File: config.mk
export PLATFORM = sky130hd
export DESIGN_NAME = instr_fetch_flat
export DESIGN_NICKNAME = d
export VERILOG_FILES = /design/src/rtl/mips_pkg.sv /design/src/rtl/instr_fetch_if.sv /design/src/rtl/pc_next.sv /design/src/rtl/instr_fetch.sv /design/src/flat_wrapper.sv
export SDC_FILE = /design/constraint.sdc
export NUM_CORES = 1
export LEC_CHECK = 0
export BUFFER_PORTS_ARGS = -buffer_cell sky130_fd_sc_hd__buf_2
export CAP_MARGIN = 15
export CORE_MARGIN = 3
export CORE_UTILIZATION = 50
export DETAILED_ROUTE_END_ITERATION = 12
export GPL_TIMING_DRIVEN = 0
export PLACE_DENSITY = 0.81
export SLEW_MARGIN = 20
export SYNTH_ARGS = -nofsm -noshare
export SYNTH_HDL_FRONTEND = slang
export SYNTH_SLANG_ARGS = --single-unit
File: constraint.sdc
create_clock -name clk -period 4.7 [get_ports clk]
set_clock_uncertainty 0.15 [all_clocks]
set_input_delay 0.94 -clock clk [delete_from_list [all_inputs] [get_ports clk]]
set_output_delay 0.94 -clock clk [all_outputs]
set_load 0.05 [all_outputs]
File: src/rtl/mips_pkg.sv
// Shared MIPS front-end types and constants: fetch FSM states, reset PC, J-type opcode.
package mips_pkg;

   localparam int unsigned XLEN = 32;
   localparam int unsigned OPW  = 6;

   localparam logic [XLEN-1:0] RESET_PC_DEFAULT = 32'h0000_0000;
   localparam logic [OPW-1:0]  J_OP             = 6'h02;

   typedef enum logic [1:0] {
      IDLE  = 2'd0,
      FETCH = 2'd1,
      WAIT  = 2'd2,
      VALID = 2'd3
   } fetch_state_t;

endpackage

File: src/rtl/instr_fetch_if.sv
// Instruction-memory request/response bus between the fetch unit (master) and memory (slave).
interface instr_fetch_if;

   logic                       imem_req;
   logic [mips_pkg::XLEN-1:0]  imem_addr;
   logic                       imem_gnt;
   logic                       imem_rvalid;
   logic [mips_pkg::XLEN-1:0]  imem_rdata;

   modport master (
      output imem_req,
      output imem_addr,
      input  imem_gnt,
      input  imem_rvalid,
      input  imem_rdata
   );

   modport slave (
      input  imem_req,
      input  imem_addr,
      output imem_gnt,
      output imem_rvalid,
      output imem_rdata
   );

endinterface

File: src/rtl/pc_next.sv
// Combinational next-PC select: jump (when FETCH_JUMP_EN is defined), then taken branch, then sequential.
module pc_next
   import mips_pkg::*;
(
   input  logic [XLEN-1:0] pc_plus4_i,
   input  logic [25:0]     instr_index_i,
   input  logic            branch_i,
   input  logic            zero_i,
   input  logic            jump_i,
   input  logic [XLEN-1:0] imm_ext_i,
   output logic [XLEN-1:0] next_pc_c
);

   logic [XLEN-1:0] br_target_c;

   assign br_target_c = pc_plus4_i + (imm_ext_i << 2);

`ifdef FETCH_JUMP_EN
   logic [XLEN-1:0] j_target_c;

   assign j_target_c = {pc_plus4_i[XLEN-1:XLEN-4], instr_index_i, 2'b00};

   always_comb begin
      next_pc_c = pc_plus4_i;
      if (jump_i) begin
         next_pc_c = j_target_c;
      end else if (branch_i && zero_i) begin
         next_pc_c = br_target_c;
      end
   end
`else
   // Jump support compiled out; the port stays so the decode hookup is identical.
   logic unused_jump_c;
   assign unused_jump_c = ^{jump_i, instr_index_i};

   always_comb begin
      next_pc_c = pc_plus4_i;
      if (branch_i && zero_i) begin
         next_pc_c = br_target_c;
      end
   end
`endif

endmodule

File: src/rtl/instr_fetch.sv
// Instruction fetch unit: IDLE/FETCH/WAIT/VALID request FSM, PC update on retire, retire counter.
// Optional jump target selection is enabled by defining FETCH_JUMP_EN.
module instr_fetch
   import mips_pkg::*;
#(
   parameter logic [XLEN-1:0] RESET_PC = RESET_PC_DEFAULT
) (
   input  logic              clk,
   input  logic              rst_n,
   instr_fetch_if.master     bus,
   output logic [XLEN-1:0]   instr,
   output logic              instr_valid,
   input  logic              instr_ready,
   input  logic              branch,
   input  logic              zero,
   input  logic [XLEN-1:0]   imm_ext,
   input  logic              jump,
   output logic [XLEN-1:0]   pc,
   output logic [XLEN-1:0]   pc_plus4,
   output logic [XLEN-1:0]   retired
);

   localparam logic [XLEN-1:0] ALIGN_MASK = ~XLEN'(3);
   localparam logic [XLEN-1:0] PC_RST     = RESET_PC & ALIGN_MASK;
   localparam logic [XLEN-1:0] PC_STEP    = XLEN'(4);

   fetch_state_t    state_q, state_d;
   logic [XLEN-1:0] pc_q, pc_d;
   logic [XLEN-1:0] pc4_q, pc4_d;
   logic [XLEN-1:0] instr_q, instr_d;
   logic [XLEN-1:0] retired_q, retired_d;
   logic            valid_q, valid_d;
   logic            req_q, req_d;
   logic [XLEN-1:0] npc_c;

   pc_next u_pc_next (
      .pc_plus4_i    (pc4_q),
      .instr_index_i (instr_q[25:0]),
      .branch_i      (branch),
      .zero_i        (zero),
      .jump_i        (jump),
      .imm_ext_i     (imm_ext),
      .next_pc_c     (npc_c)
   );

   // Next-state and registered-output logic; decode flags only matter on the retire edge.
   always_comb begin
      state_d   = state_q;
      pc_d      = pc_q;
      pc4_d     = pc4_q;
      instr_d   = instr_q;
      retired_d = retired_q;
      valid_d   = valid_q;
      req_d     = req_q;
      case (state_q)
         IDLE: begin
            state_d = FETCH;
            req_d   = 1'b1;
         end
         FETCH: begin
            if (bus.imem_gnt) begin
               state_d = WAIT;
               req_d   = 1'b0;
            end
         end
         WAIT: begin
            if (bus.imem_rvalid) begin
               state_d = VALID;
               instr_d = bus.imem_rdata;
               valid_d = 1'b1;
            end
         end
         VALID: begin
            if (instr_ready) begin
               state_d   = FETCH;
               valid_d   = 1'b0;
               req_d     = 1'b1;
               pc_d      = npc_c & ALIGN_MASK;
               pc4_d     = pc_d + PC_STEP;
               retired_d = retired_q + XLEN'(1);
            end
         end
         default: begin
            state_d = IDLE;
            valid_d = 1'b0;
            req_d   = 1'b0;
         end
      endcase
   end

   always_ff @(posedge clk or negedge rst_n) begin
      if (!rst_n) begin
         state_q   <= IDLE;
         pc_q      <= PC_RST;
         pc4_q     <= PC_RST + PC_STEP;
         instr_q   <= '0;
         retired_q <= '0;
         valid_q   <= 1'b0;
         req_q     <= 1'b0;
      end else begin
         state_q   <= state_d;
         pc_q      <= pc_d;
         pc4_q     <= pc4_d;
         instr_q   <= instr_d;
         retired_q <= retired_d;
         valid_q   <= valid_d;
         req_q     <= req_d;
      end
   end

   assign bus.imem_req  = req_q;
   assign bus.imem_addr = pc_q;
   assign instr         = instr_q;
   assign instr_valid   = valid_q;
   assign pc            = pc_q;
   assign pc_plus4      = pc4_q;
   assign retired       = retired_q;

endmodule

File: src/flat_wrapper.sv
// flat-port wrapper written by rule: the top's interface ports become plain ports
module instr_fetch_flat import mips_pkg::*;
#(
   parameter logic [XLEN-1:0] RESET_PC = RESET_PC_DEFAULT
)
  (clk, rst_n, instr, instr_valid, instr_ready, branch, zero, imm_ext, jump, pc, pc_plus4, retired, bus_imem_req, bus_imem_addr, bus_imem_gnt, bus_imem_rvalid, bus_imem_rdata);
  instr_fetch_if bus_i ();
  input  logic clk;
  input  logic rst_n;
  output logic [XLEN-1:0] instr;
  output logic instr_valid;
  input  logic instr_ready;
  input  logic branch;
  input  logic zero;
  input  logic [XLEN-1:0] imm_ext;
  input  logic jump;
  output logic [XLEN-1:0] pc;
  output logic [XLEN-1:0] pc_plus4;
  output logic [XLEN-1:0] retired;
  output wire logic [$bits(bus_i.imem_req)-1:0] bus_imem_req;
  output wire logic [$bits(bus_i.imem_addr)-1:0] bus_imem_addr;
  input wire logic [$bits(bus_i.imem_gnt)-1:0] bus_imem_gnt;
  input wire logic [$bits(bus_i.imem_rvalid)-1:0] bus_imem_rvalid;
  input wire logic [$bits(bus_i.imem_rdata)-1:0] bus_imem_rdata;
  assign bus_imem_req = bus_i.imem_req;
  assign bus_imem_addr = bus_i.imem_addr;
  assign bus_i.imem_gnt = bus_imem_gnt;
  assign bus_i.imem_rvalid = bus_imem_rvalid;
  assign bus_i.imem_rdata = bus_imem_rdata;
  instr_fetch #(.RESET_PC(RESET_PC)) u_core (.clk(clk), .rst_n(rst_n), .bus(bus_i), .instr(instr), .instr_valid(instr_valid), .instr_ready(instr_ready), .branch(branch), .zero(zero), .imm_ext(imm_ext), .jump(jump), .pc(pc), .pc_plus4(pc_plus4), .retired(retired));
endmodule
# After elaboration in Yosys (flattened, before gate mapping)
# Cells that the tools add are included.
# totals
ff_bits,130
output_inout_bits,162
elab_cells,36
in_bits,72
# classes
mux,11
n_eq_ne,6
n_reduce_logical,9
addsub,3
# ops
operator,count
$add 32x1->32 const B,1
$add 32x3->32 const B,1
$add 32x32->32,1
$mux 32,1
$reduce_and 3->1,3
$pmux 2 s4,1
$mux 2,3
$ne 2x2->1 const B,3
$eq 2x2->1 const B,2
$mux 1,4
$reduce_and 2->1,2
$pmux 1 s3,1
$reduce_bool 3->1,1
$eq 2x1->1 const B,1
$logic_not 2->1,1
$pmux 1 s2,1
$reduce_bool 2->1,1
$logic_and 1x1->1,1

# Logic depth before layout (Yosys ltp)
# Gate-level depths: netlist of the first run.
# depth
depth_word,3
ltp_mapped,18
mapped_depth_nobuf,13

# Cells and area by module
# A second synthesis of the first run with hierarchy kept.
# hier_totals
cells_unflattened,898
hier_area_um2,8115.3
# by_module_without_submodules
mod,area_each_um2,instances,seq_area_each_um2,cells_each
instr_fetch,5965.7,1,3204.3,576
pc_next,2149.6,1,0.0,322

# Worst setup path before layout of the first run
# Ideal clock, no wire load.
# synth_path
path_type,input -> register
from,in branch
to,"reg u_core.pc4_q[28], in the netlist u_core.pc_plus4[28]"
required_ps,4421
setup_slack_ps,-181
path_buffers,6
setup_time_ps,129
cell_stages,18
t_arrival_ps,4601
cell_sequence,nand2_1 > clkbuf_1 > clkbuf_1 > clkbuf_1 > clkbuf_1 > buf_1 > nand2_1 > nand2_1 > ha_1 > nand2_1 > nor3b_1 > nand2b_1 > or3_4 > or3b_1 > buf_2 > nor4_1 > xor2_1 > o21ai_1
# synth_via
elab_chain_len,3
# synth_lines
element,line_no,source
start: declaration,flat_wrapper.sv:13,input logic branch;
$logic_and 1x1->1,pc_next.sv:38,if (branch_i && zero_i) begin
$mux 32,pc_next.sv:38,
via u_core.npc_c[2],instr_fetch.sv:34,logic [XLEN-1:0] npc_c;
$add 32x3->32,instr_fetch.sv:79,pc4_d = pc_d + PC_STEP;
end signal: assignment,instr_fetch.sv:95,pc4_q <= PC_RST + PC_STEP;
end signal: assignment,instr_fetch.sv:103,pc4_q <= pc4_d;
end: declaration,instr_fetch.sv:29,"logic [XLEN-1:0] pc4_q, pc4_d;"
# The timed path passes the listed nets, and every way through them passes these cells.
# A chain may end at the register's enable or synchronous reset.

# Final worst setup path of the first run
# layout_path
from,in imm_ext[0]
to,"reg u_core.pc4_q[28], in the netlist u_core.pc_plus4[28]"
# layout_via
elab_chain_len,3
# layout_lines
element,line_no,source
start: declaration,flat_wrapper.sv:15,input logic [XLEN-1:0] imm_ext;
$add 32x32->32,pc_next.sv:16,assign br_target_c = pc_plus4_i + (imm_ext_i << 2);
$mux 32,pc_next.sv:38,
$add 32x3->32,instr_fetch.sv:79,
# No other way between the ends.

==> results.yml, run 1 <==
run_status:
  run_status: "completed"
cts:
  clock-root-buffer: "clkbuf_16"
  clkLatencyLatePin_ps: 400
  cts_num_sinks: 128
  cts_max_level: 4
  cts_hold_buffers: 0
  cts_tree: "done"
  cts_buffers: 17
  cts_buffer_depth: 2
  clkSlewWorstSetupHoldPaths_ps: 60
power:
  power.density_nw_per_um2: 815
  power.switching_w: 0.00437
  p_clk_frac: 0.162
  p_int_w: 0.00376
  vdd_drop_max_uv: 618
  pwr-share-seq: 0.235
  p_total_w: 0.00813
  swShare: 0.537
  power.share.combinational: 0.602
  power.leakage_nw: 4.87
worst_setup_path:
  cp_cell_sequence: "buf_2, ha_1, fa_1, a211oi_4, o21ai_2, a21oi_2, xnor2_1, mux2i_2, or4b_4, or3_4, or3b_1, buf_2, nor4_2, xor2_1, o21ai_1"
  r2r_setup_slack_ps: 420
  cp.arrival_ps: 4660
  worstPathRequired_ps: 4810
  worstReg2RegStart: "u_core.pc_plus4[2]$_DFFE_PN1P_"
  cp-start-kind: "input pin"
  max_stage_delay_ps: 560
  critPathMaxFanout: 5
  critPathKind: "input pin to flip-flop"
  reg2reg_depth: 14
  setup.worst_path.start: "imm_ext[0]"
  cp_common_cell: "buf_2"
  reg2reg_to: "u_core.pc_plus4[28]$_DFFE_PN0P_"
  cpMaxStageDelayCell: "or4b_4"
  endpoint_kind: "flip-flop"
logic_synthesis:
  seq_area_frac_synth: 0.410
  synth_cell_type_count: 70
  synthAdderAreaFrac: 0.0586
  synth_area_leaders: "dfrtp_1 41%, nand2_1 6.7%, ha_1 5.6%"
  syn_area_um2: 7810
  syn_inst: 853
  netlist_top_cells_count: "139 x nand2_1, 127 x dfrtp_1, 83 x o21ai_0"
  synth_xor_area_frac: 0.0807
  synth_top_family_by_area: "simple AND/OR/NAND/NOR gates"
  synth_flop_cell: "dfrtp_1"
  synth-simple-area-share: 0.180
  synth.mux.area_fraction: 0.0602
  synth_most_common_cell: "nand2_1"
  synth-compound-area-share: 0.151
  synth-seq-cells: 128
  synth_top_area_share: 0.407
  synth-edff-count: 0
  synthArstFlopShare: 1.00
  ys_warn_count: 0
  synth.largest_area_cell: "dfrtp_1"
  syn_avg_cell_area_um2: 9.16
timing:
  slew_violations: 0
  setup_viol: 0
  timing.slew.headroom: 0.554
  tightest_slew_ps: 669
  hold_viol: 0
  period_minus_slack_ps: 4540
  tns_ps: 0
  rsz0062_at_grt: "false"
  fmax_ghz: 0.220
  finalCritPeriodShare: 0.967
route:
  route.met2.wl_um: 10400
  wire_per_inst_um: 16.3
  wl_met3_um: 1660
  drt_iter0_markers: 593
  wl_met1_um: 9210
  first_pass_iters: 7
  remaining_drc_errors: 0
  vias: 7335
  top_layer: "met4"
  antenna_left: 0
  avgViaCountPerCell: 5.51
  finalWirelength_um: 21700
global_route:
  first_global_vias: 6842
  grt_max_degree: 80
  overflow: 0
  grt_pass1_wl_um: 33600
  antenna_found_initial: 0
  grt_usage: 0.246
die:
  io_pins: 234
  fp.dieH_um: 131
  dieWidth_um: 131
  core_um2: 15300
  start_util: 0.512
  die_area_um2: 17200
  rows: 45
hold_path:
  hp-class: "input pin to async pin"
layout:
  fillerInstances: 1266
  areaGrowthSynthToFinish_pct: 27.7
  regArea_um2: 3200
  layout-drive-gt1-share: 0.327
  multiInputGateArea_um2: 4230
  nets: 1215
  diodes: 0
  final_util: 0.654
run:
  max_cap_viol_count: 0
placement:
  dp_hpwl_um: 16300
  gp_congestion: 0.901
  port_buffers: 224
[state kept, by name (all words and copies together) (netlist names)]
register	flops
u_core.instr_valid	1
u_core.bus.imem_addr	30
u_core.instr	32
u_core.pc_plus4	30
u_core.state_q	2
u_core.bus.imem_req	1
u_core.retired	32
[per-layer routing]
layer,global-route usage,up-vias
met5,0,-
met4,0.0883,0
met3,0.0516,39
met2,0.393,359
met1,0.333,3465
li1,-,3472
[critical path: cells and delay by family]
kind,cells,cell delay [ps]
and+or+nand+nor,4,1540
AOI/OAI and AO/OA,4,750
adders and majority gates,2,670
xor gates and xnor gates,2,330
muxes,1,140
buffers and inverters,2,280
[how the worst max path moves through the flow]
stage                     slack [ps]  depth (start not counted)                              end
final                            160                         15  u_core.pc_plus4[28]$_DFFE_PN0P_
after global routing              10                         15  u_core.pc_plus4[24]$_DFFE_PN0P_
after CTS                          1                         15  u_core.pc_plus4[28]$_DFFE_PN0P_
after detailed placement       -1060                         19  u_core.pc_plus4[28]$_DFFE_PN0P_
after global placement         -1020                         19  u_core.pc_plus4[28]$_DFFE_PN0P_
after floorplan                   50                         14  u_core.pc_plus4[28]$_DFFE_PN0P_
[layout make-up]
cell class	count	area share
plain buffers	70	0.0431
clock buffers	20	0.0468
clock inverters	12	0.0133
inverters	13	0.00489
multi-input cells	647	0.424
flip-flops and latches	128	0.321
well taps	211	0.0265
repair buffers	230	0.120
[cell families after synthesis]
logic type,Yosys count
simple gates,295
compound gates,195
flops,128
buf+inv,83
xor+xnor,72
mux,43
fa+ha+maj,36
other cells,1
[power by group through the flow]
stage | Combinational, W | Clock [W] | Sequential (W)
CTS | 0.00484 | 0.00134 | 0.00191
detailed placement | 0.00478 | 0 | 0.00192
global route | 0.00526 | 0.00139 | 0.00197
floorplan | 0.00232 | 0 | 0.00324
global placement | 0.00470 | 0 | 0.00190
finish | 0.00490 | 0.00132 | 0.00191
[through the flow]
stage	cell area (um2)	hold WS [ps]	setup slack, ps	cells
after global placement	9220	309	-1020	1293
final	9980	282	157	1331
after floorplan	7840	368	45.4	858
after global routing	9980	295	10.5	1331
after detailed placement	9260	313	-1060	1294
after CTS	9910	286	1.07	1328
[placed cells by master, fill, tap and decap left out, types with 7 or more instances in the layout]
cell type / count
nor2b_1: 9
o21ai_0: 81
buf_2: 225
o21a_1: 7
ha_1: 35
nor3_1: 9
nand4_1: 14
mux2_2: 32
o211ai_1: 7
xor2_1: 28
nor2_1: 39
nand2_1: 138
clkbuf_16: 17
nand3_1: 34
and3_1: 8
dfrtp_1: 127
xnor2_1: 44
mux2i_1: 10
a21oi_1: 47
inv_1: 13
buf_4: 44
clkbuf_1: 20
[what timing repair did]
action / 4_1_cts / 5_1_grt
gates cloned: 0 / 0
endpoints found under the setup margin: 10 / 5
setup buffers: 2 / 3
pin swaps: 2 / 3
gates resized for setup: 10 / 17
Note: power is estimated with default switching activity, not from simulation.
==> run 2: changes to the inputs <==
Settings changed: CORE_MARGIN 3 to 1.5.
Clock period 4.7 ns to 5.8 ns, I/O delays scaled along.
==> results.yml, run 2 (same netlist as run 1, synthesis figures left out) <==
timing:
  tns_ps: 0
  slew_violations: 0
  timing.slew.headroom: 0.379
  setup_viol: 0
  tightest_slew_ps: 925
  period_minus_slack_ps: 5610
  finalCritPeriodShare: 0.967
  hold_viol: 0
  fmax_ghz: 0.178
power:
  power.density_nw_per_um2: 671
  p_int_w: 0.00312
  power.leakage_nw: 4.86
  p_clk_frac: 0.180
  power.share.combinational: 0.589
  vdd_drop_max_uv: 406
  power.switching_w: 0.00351
  pwr-share-seq: 0.231
  swShare: 0.529
hold_path:
  holdPathStages: 1
  hold_end: "u_core.retired[31]$_DFFE_PN0P_"
  hp-class: "flip-flop to flip-flop"
  min_from: "u_core.retired[31]$_DFFE_PN0P_"
layout:
  stdcell_count: 1303
  areaGrowthSynthToFinish_pct: 26.6
  final_cell_area_um2: 9890
  nets: 1210
  layout_common_cells: "226 x buf_2, 139 x nand2_1, 127 x dfrtp_1, 83 x o21ai_0, 48 x a21oi_1"
  diodes: 0
  final_util: 0.650
  final_common_cell: "buf_2"
  fillerInstances: 1260
  layout-drive-gt1-share: 0.309
route:
  antenna_left: 0
  finalWirelength_um: 21700
  remaining_drc_errors: 0
  first_pass_iters: 5
  vias: 7255
  drt_iter0_markers: 558
  wire_per_inst_um: 16.7
  avgViaCountPerCell: 5.57
cts:
  cts_hold_buffers: 0
  clkSlewWorstSetupHoldPaths_ps: 60
  cts_buffers: 17
  clock-root-buffer: "clkbuf_16"
  post_cts_buffers: 0
  clkLatencyLatePin_ps: 420
  cts_num_sinks: 128
  cts_tree: "done"
  cts_buffer_depth: 2
  cts_max_level: 4
worst_setup_path:
  reg2reg_to: "u_core.pc_plus4[31]$_DFFE_PN0P_"
  critPathMaxFanout: 10
  worstReg2RegStart: "u_core.pc_plus4[2]$_DFFE_PN1P_"
  critPathKind: "input pin to flip-flop"
  cp.arrival_ps: 5740
  cp-start-kind: "input pin"
  worstPathRequired_ps: 5930
  r2r_setup_slack_ps: 700
  endpoint_kind: "flip-flop"
  reg2reg_depth: 13
global_route:
  overflow: 0
  first_global_vias: 6853
  grt_max_degree: 70
  grt_pass1_wl_um: 34500
  antenna_found_initial: 0
  grt_usage: 0.267
die:
  dieWidth_um: 128
  start_util: 0.514
  die_area_um2: 16400
  io_pins: 234
  rows: 45
  fp.dieH_um: 128
  core_um2: 15200
placement:
  port_buffers: 224
  placed_area_um2: 9220
  dp_hpwl_um: 16200
  dp.cells: 1271
  gp_congestion: 0.953
run:
  max_cap_viol_count: 0
run_status:
  run_status: "completed"
-- run 2: worst max-delay path: stages --
cell and delay (ps):
buf_2 110, nand2_1 190, clkbuf_2 310, clkbuf_2 340, clkbuf_1 390, clkbuf_2 350, buf_2 340, nand2_1 130
nand2_1 90, ha_1 200, nand2_1 90, nor3b_1 350, nand2b_1 220, or3_4 420, or3b_1 380, buf_2 180
nor4_1 230, xor2_1 180, o21ai_1 70
-- run 2: area by class of cell --
class,instances,area (um2),area share
plain buffers,70,414,0.0419
clock inverters,14,228,0.0230
clock buffers,18,429,0.0434
repair buffers,225,1160,0.117
flip-flops and latches,128,3200,0.324
inverters,13,48.8,0.00494
multi-input cells,647,4170,0.422
well taps,188,235,0.0238
-- run 2: worst max-delay path by stage --
stage / cells after the start / to / slack (ps) / start
finish: 19 / u_core.pc_plus4[28]$_DFFE_PN0P_ / 190 / branch
global route: 19 / u_core.pc_plus4[28]$_DFFE_PN0P_ / -2 / branch
global placement: 19 / u_core.pc_plus4[28]$_DFFE_PN0P_ / -840 / branch
CTS: 19 / u_core.pc_plus4[28]$_DFFE_PN0P_ / 100 / branch
detailed placement: 19 / u_core.pc_plus4[28]$_DFFE_PN0P_ / -900 / branch
floorplan: 18 / u_core.pc_plus4[28]$_DFFE_PN0P_ / 700 / branch
-- run 2: what timing repair did --
action | CTS | global route
setup endpoints to repair | 5 | 4
gates resized for setup | 3 | 2
pin swaps | 0 | 0
-- run 2: per-layer routing --
layer	GRT usage	wire, um	vias up
met5	0	0	-
met4	0.0806	321	0
met3	0.0593	1630	35
met2	0.426	10200	281
met1	0.365	9520	3468
li1	-	-	3471
-- run 2: per-stage QoR --
step / worst slack (ps) / total power, W / hold slack (ps)
after detailed placement: -904 / 0.00541 / 311
after floorplan: 699 / 0.00451 / 368
after global routing: -2.04 / 0.00701 / 356
after global placement: -839 / 0.00533 / 310
final: 194 / 0.00664 / 317
after CTS: 97.5 / 0.00664 / 321
-- run 2: power by group through the flow --
stage | logic [W] | registers, W | clock network (W)
after global placement | 0.00380 | 0.00152 | 0
after global routing | 0.00418 | 0.00158 | 0.00125
after CTS | 0.00390 | 0.00153 | 0.00121
after detailed placement | 0.00387 | 0.00154 | 0
after floorplan | 0.00188 | 0.00263 | 0
final | 0.00391 | 0.00153 | 0.00119
==> run 3: changes to the inputs <==
Settings changed: ABC_AREA set to 1, PLACE_DENSITY 0.81 to 0.79.
==> results.yml, run 3 <==
logic_synthesis:
  netlist_top_cells_count: "452 x nand2_1, 171 x inv_1, 127 x dfrtp_1"
  seq_area_frac_synth: 0.362
  synth_most_common_cell: "nand2_1"
  synth_top_area_share: 0.359
  synth_flop_cell: "dfrtp_1"
  ys_warn_count: 0
  syn_inst: 1270
  synth.largest_area_cell: "dfrtp_1"
  syn_avg_cell_area_um2: 6.97
  synth_area_leaders: "dfrtp_1 36%, nand2_1 19%, inv_1 7.3%"
  synth-seq-cells: 128
  synth_cell_type_count: 49
  synthArstFlopShare: 1.00
  synth-edff-count: 0
  syn_area_um2: 8850
timing:
  holdWs_ps: 322
  finalCritPeriodShare: 0.657
  tns_ps: 0
  tightest_slew_ps: 686
  setup_viol: 0
  slew_violations: 0
  timing.slew.headroom: 0.543
  hold_viol: 0
  fmax_ghz: 0.262
  timing.final.ws_setup_ps: 1990
  rsz0062_at_grt: "false"
  period_minus_slack_ps: 3810
cts:
  cts_hold_buffers: 0
  post_cts_resized: 0
  clock-root-buffer: "clkbuf_16"
  clkSlewWorstSetupHoldPaths_ps: 60
  cts_buffer_depth: 2
  cts_max_level: 4
  post_cts_buffers: 0
  cts_num_sinks: 128
  cts_tree: "done"
  cts_buffers: 17
  clkLatencyLatePin_ps: 410
route:
  avgViaCountPerCell: 4.95
  wire_per_inst_um: 13.6
  drt_iter0_markers: 480
  remaining_drc_errors: 0
  first_pass_iters: 8
  finalWirelength_um: 23800
  antenna_left: 0
  vias: 8697
global_route:
  grt_pass1_wl_um: 39000
  grt_usage: 0.267
  overflow: 0
  grt_max_degree: 74
  antenna_found_initial: 0
  first_global_vias: 8242
worst_setup_path:
  r2r_setup_slack_ps: 2470
  worstReg2RegStart: "u_core.pc_plus4[2]$_DFFE_PN1P_"
  cp-start-kind: "input pin"
  critPathKind: "input pin to flip-flop"
  critPathMaxFanout: 5
  reg2reg_to: "u_core.pc_plus4[22]$_DFFE_PN0P_"
  worstPathRequired_ps: 5920
  reg2reg_depth: 18
  endpoint_kind: "flip-flop"
  cp.arrival_ps: 3930
placement:
  port_buffers: 224
  dp_hpwl_um: 18800
  pre_cts_ws_ps: 1600
  dp.cells: 1725
  gp_congestion: 0.978
hold_path:
  holdPathStages: 2
  hold_end: "u_core.instr[25]$_DFFE_PN0P_"
  min_from: "u_core.instr[25]$_DFFE_PN0P_"
  hp-class: "flip-flop to flip-flop"
layout:
  layout-drive-gt1-share: 0.246
  areaGrowthSynthToFinish_pct: 24.3
  final_common_cell: "nand2_1"
  stdcell_count: 1757
  fillerInstances: 1589
  layout_common_cells: "452 x nand2_1, 225 x buf_2, 171 x inv_1, 127 x dfrtp_1, 96 x nor2_1"
  final_util: 0.636
  diodes: 0
  nets: 1627
power:
  pwr-share-seq: 0.227
  vdd_drop_max_uv: 395
  power.share.combinational: 0.588
  power.leakage_nw: 6.36
  swShare: 0.533
  p_clk_frac: 0.185
  power.switching_w: 0.00355
  power.density_nw_per_um2: 606
  p_int_w: 0.00311
die:
  core_um2: 17300
  die_area_um2: 18500
  io_pins: 234
  start_util: 0.512
  rows: 48
  dieWidth_um: 136
  fp.dieH_um: 136
run:
  max_cap_viol_count: 0
run_status:
  run_status: "completed"
[run 3: cell count changes after synthesis, sizes merged, moves of 34 or more]
| cell | before | now |
|---|---|---|
| nand2 | 139 | 468 |
| inv | 13 | 178 |
| nor2 | 39 | 117 |
| nand3 | 34 | 97 |
| o21ai | 87 | 44 |
| xnor2 | 44 | 10 |
[run 3: how the worst max path moves through the flow]
stage / to / start / slack, ps / cells past startpoint
CTS: u_core.pc_plus4[22]$_DFFE_PN0P_ / imm_ext[0] / 2010 / 19
global placement: u_core.pc_plus4[22]$_DFFE_PN0P_ / imm_ext[0] / 1660 / 19
finish: u_core.pc_plus4[22]$_DFFE_PN0P_ / imm_ext[0] / 1990 / 19
floorplan: u_core.pc_plus4[20]$_DFFE_PN0P_ / imm_ext[0] / 2150 / 18
global route: u_core.pc_plus4[24]$_DFFE_PN0P_ / imm_ext[0] / 1740 / 17
detailed placement: u_core.pc_plus4[22]$_DFFE_PN0P_ / imm_ext[0] / 1600 / 19
[run 3: area by class of cell]
| cell class | count | area, um2 | area share |
|---|---|---|---|
| clock buffers | 23 | 488 | 0.0444 |
| well taps | 225 | 282 | 0.0256 |
| inverters | 178 | 671 | 0.0610 |
| multi-input cells | 909 | 4610 | 0.419 |
| plain buffers | 60 | 385 | 0.0350 |
| flip-flops and latches | 128 | 3200 | 0.291 |
| repair buffers | 225 | 1160 | 0.105 |
| clock inverters | 9 | 201 | 0.0183 |
[run 3: metal layers]
layer  up-vias  track usage  routed length (um)
met5         -            0                   0
met4         0       0.0721                 435
met3        33       0.0507                1570
met2       279        0.469               11600
met1      3956        0.335               10200
li1       4429            -                   -
[run 3: stage by stage]
stage                     total power, W  area (um2)
after floorplan                  0.00448        8870
after global placement           0.00535       10300
after detailed placement         0.00542       10300
after CTS                        0.00668       11000
after global routing             0.00709       11000
final                            0.00666       11000
[run 3: cell families (layout without fill, tap and decap cells)]
logic type / Yosys count / after routing / share of synthesized area
adders and majority gates: 36 / 36 / 0.0518
and+or+nand+nor: 742 / 742 / 0.373
DFF: 128 / 128 / 0.362
other: 1 / 6 / 0.000424
buffers and inverters: 238 / 495 / 0.119
AOI/OAI and AO/OA: 89 / 89 / 0.0574
xor gates and xnor gates: 36 / 36 / 0.0356
[run 3: critical path, cell delays in order]
cell and delay (ps):
buf_2 100, ha_1 240, fa_1 500, o21ai_0 190
inv_1 110, ha_1 180, inv_1 60, nor2_1 100
nand3_1 120, nor2_1 200, nand3_2 140, nor2_4 160
nand2_2 110, nor2_2 100, nand3_2 120, nand2_1 110
o21ai_1 80, nand2_1 90, o21ai_1 60
[run 3: power by group through the flow]
stage,logic [W],clock network [W],registers [W]
after floorplan,0.00198,0,0.00250
final,0.00392,0.00123,0.00151
after global routing,0.00425,0.00129,0.00155
after CTS,0.00392,0.00125,0.00151
after detailed placement,0.00391,0,0.00151
after global placement,0.00384,0,0.00151
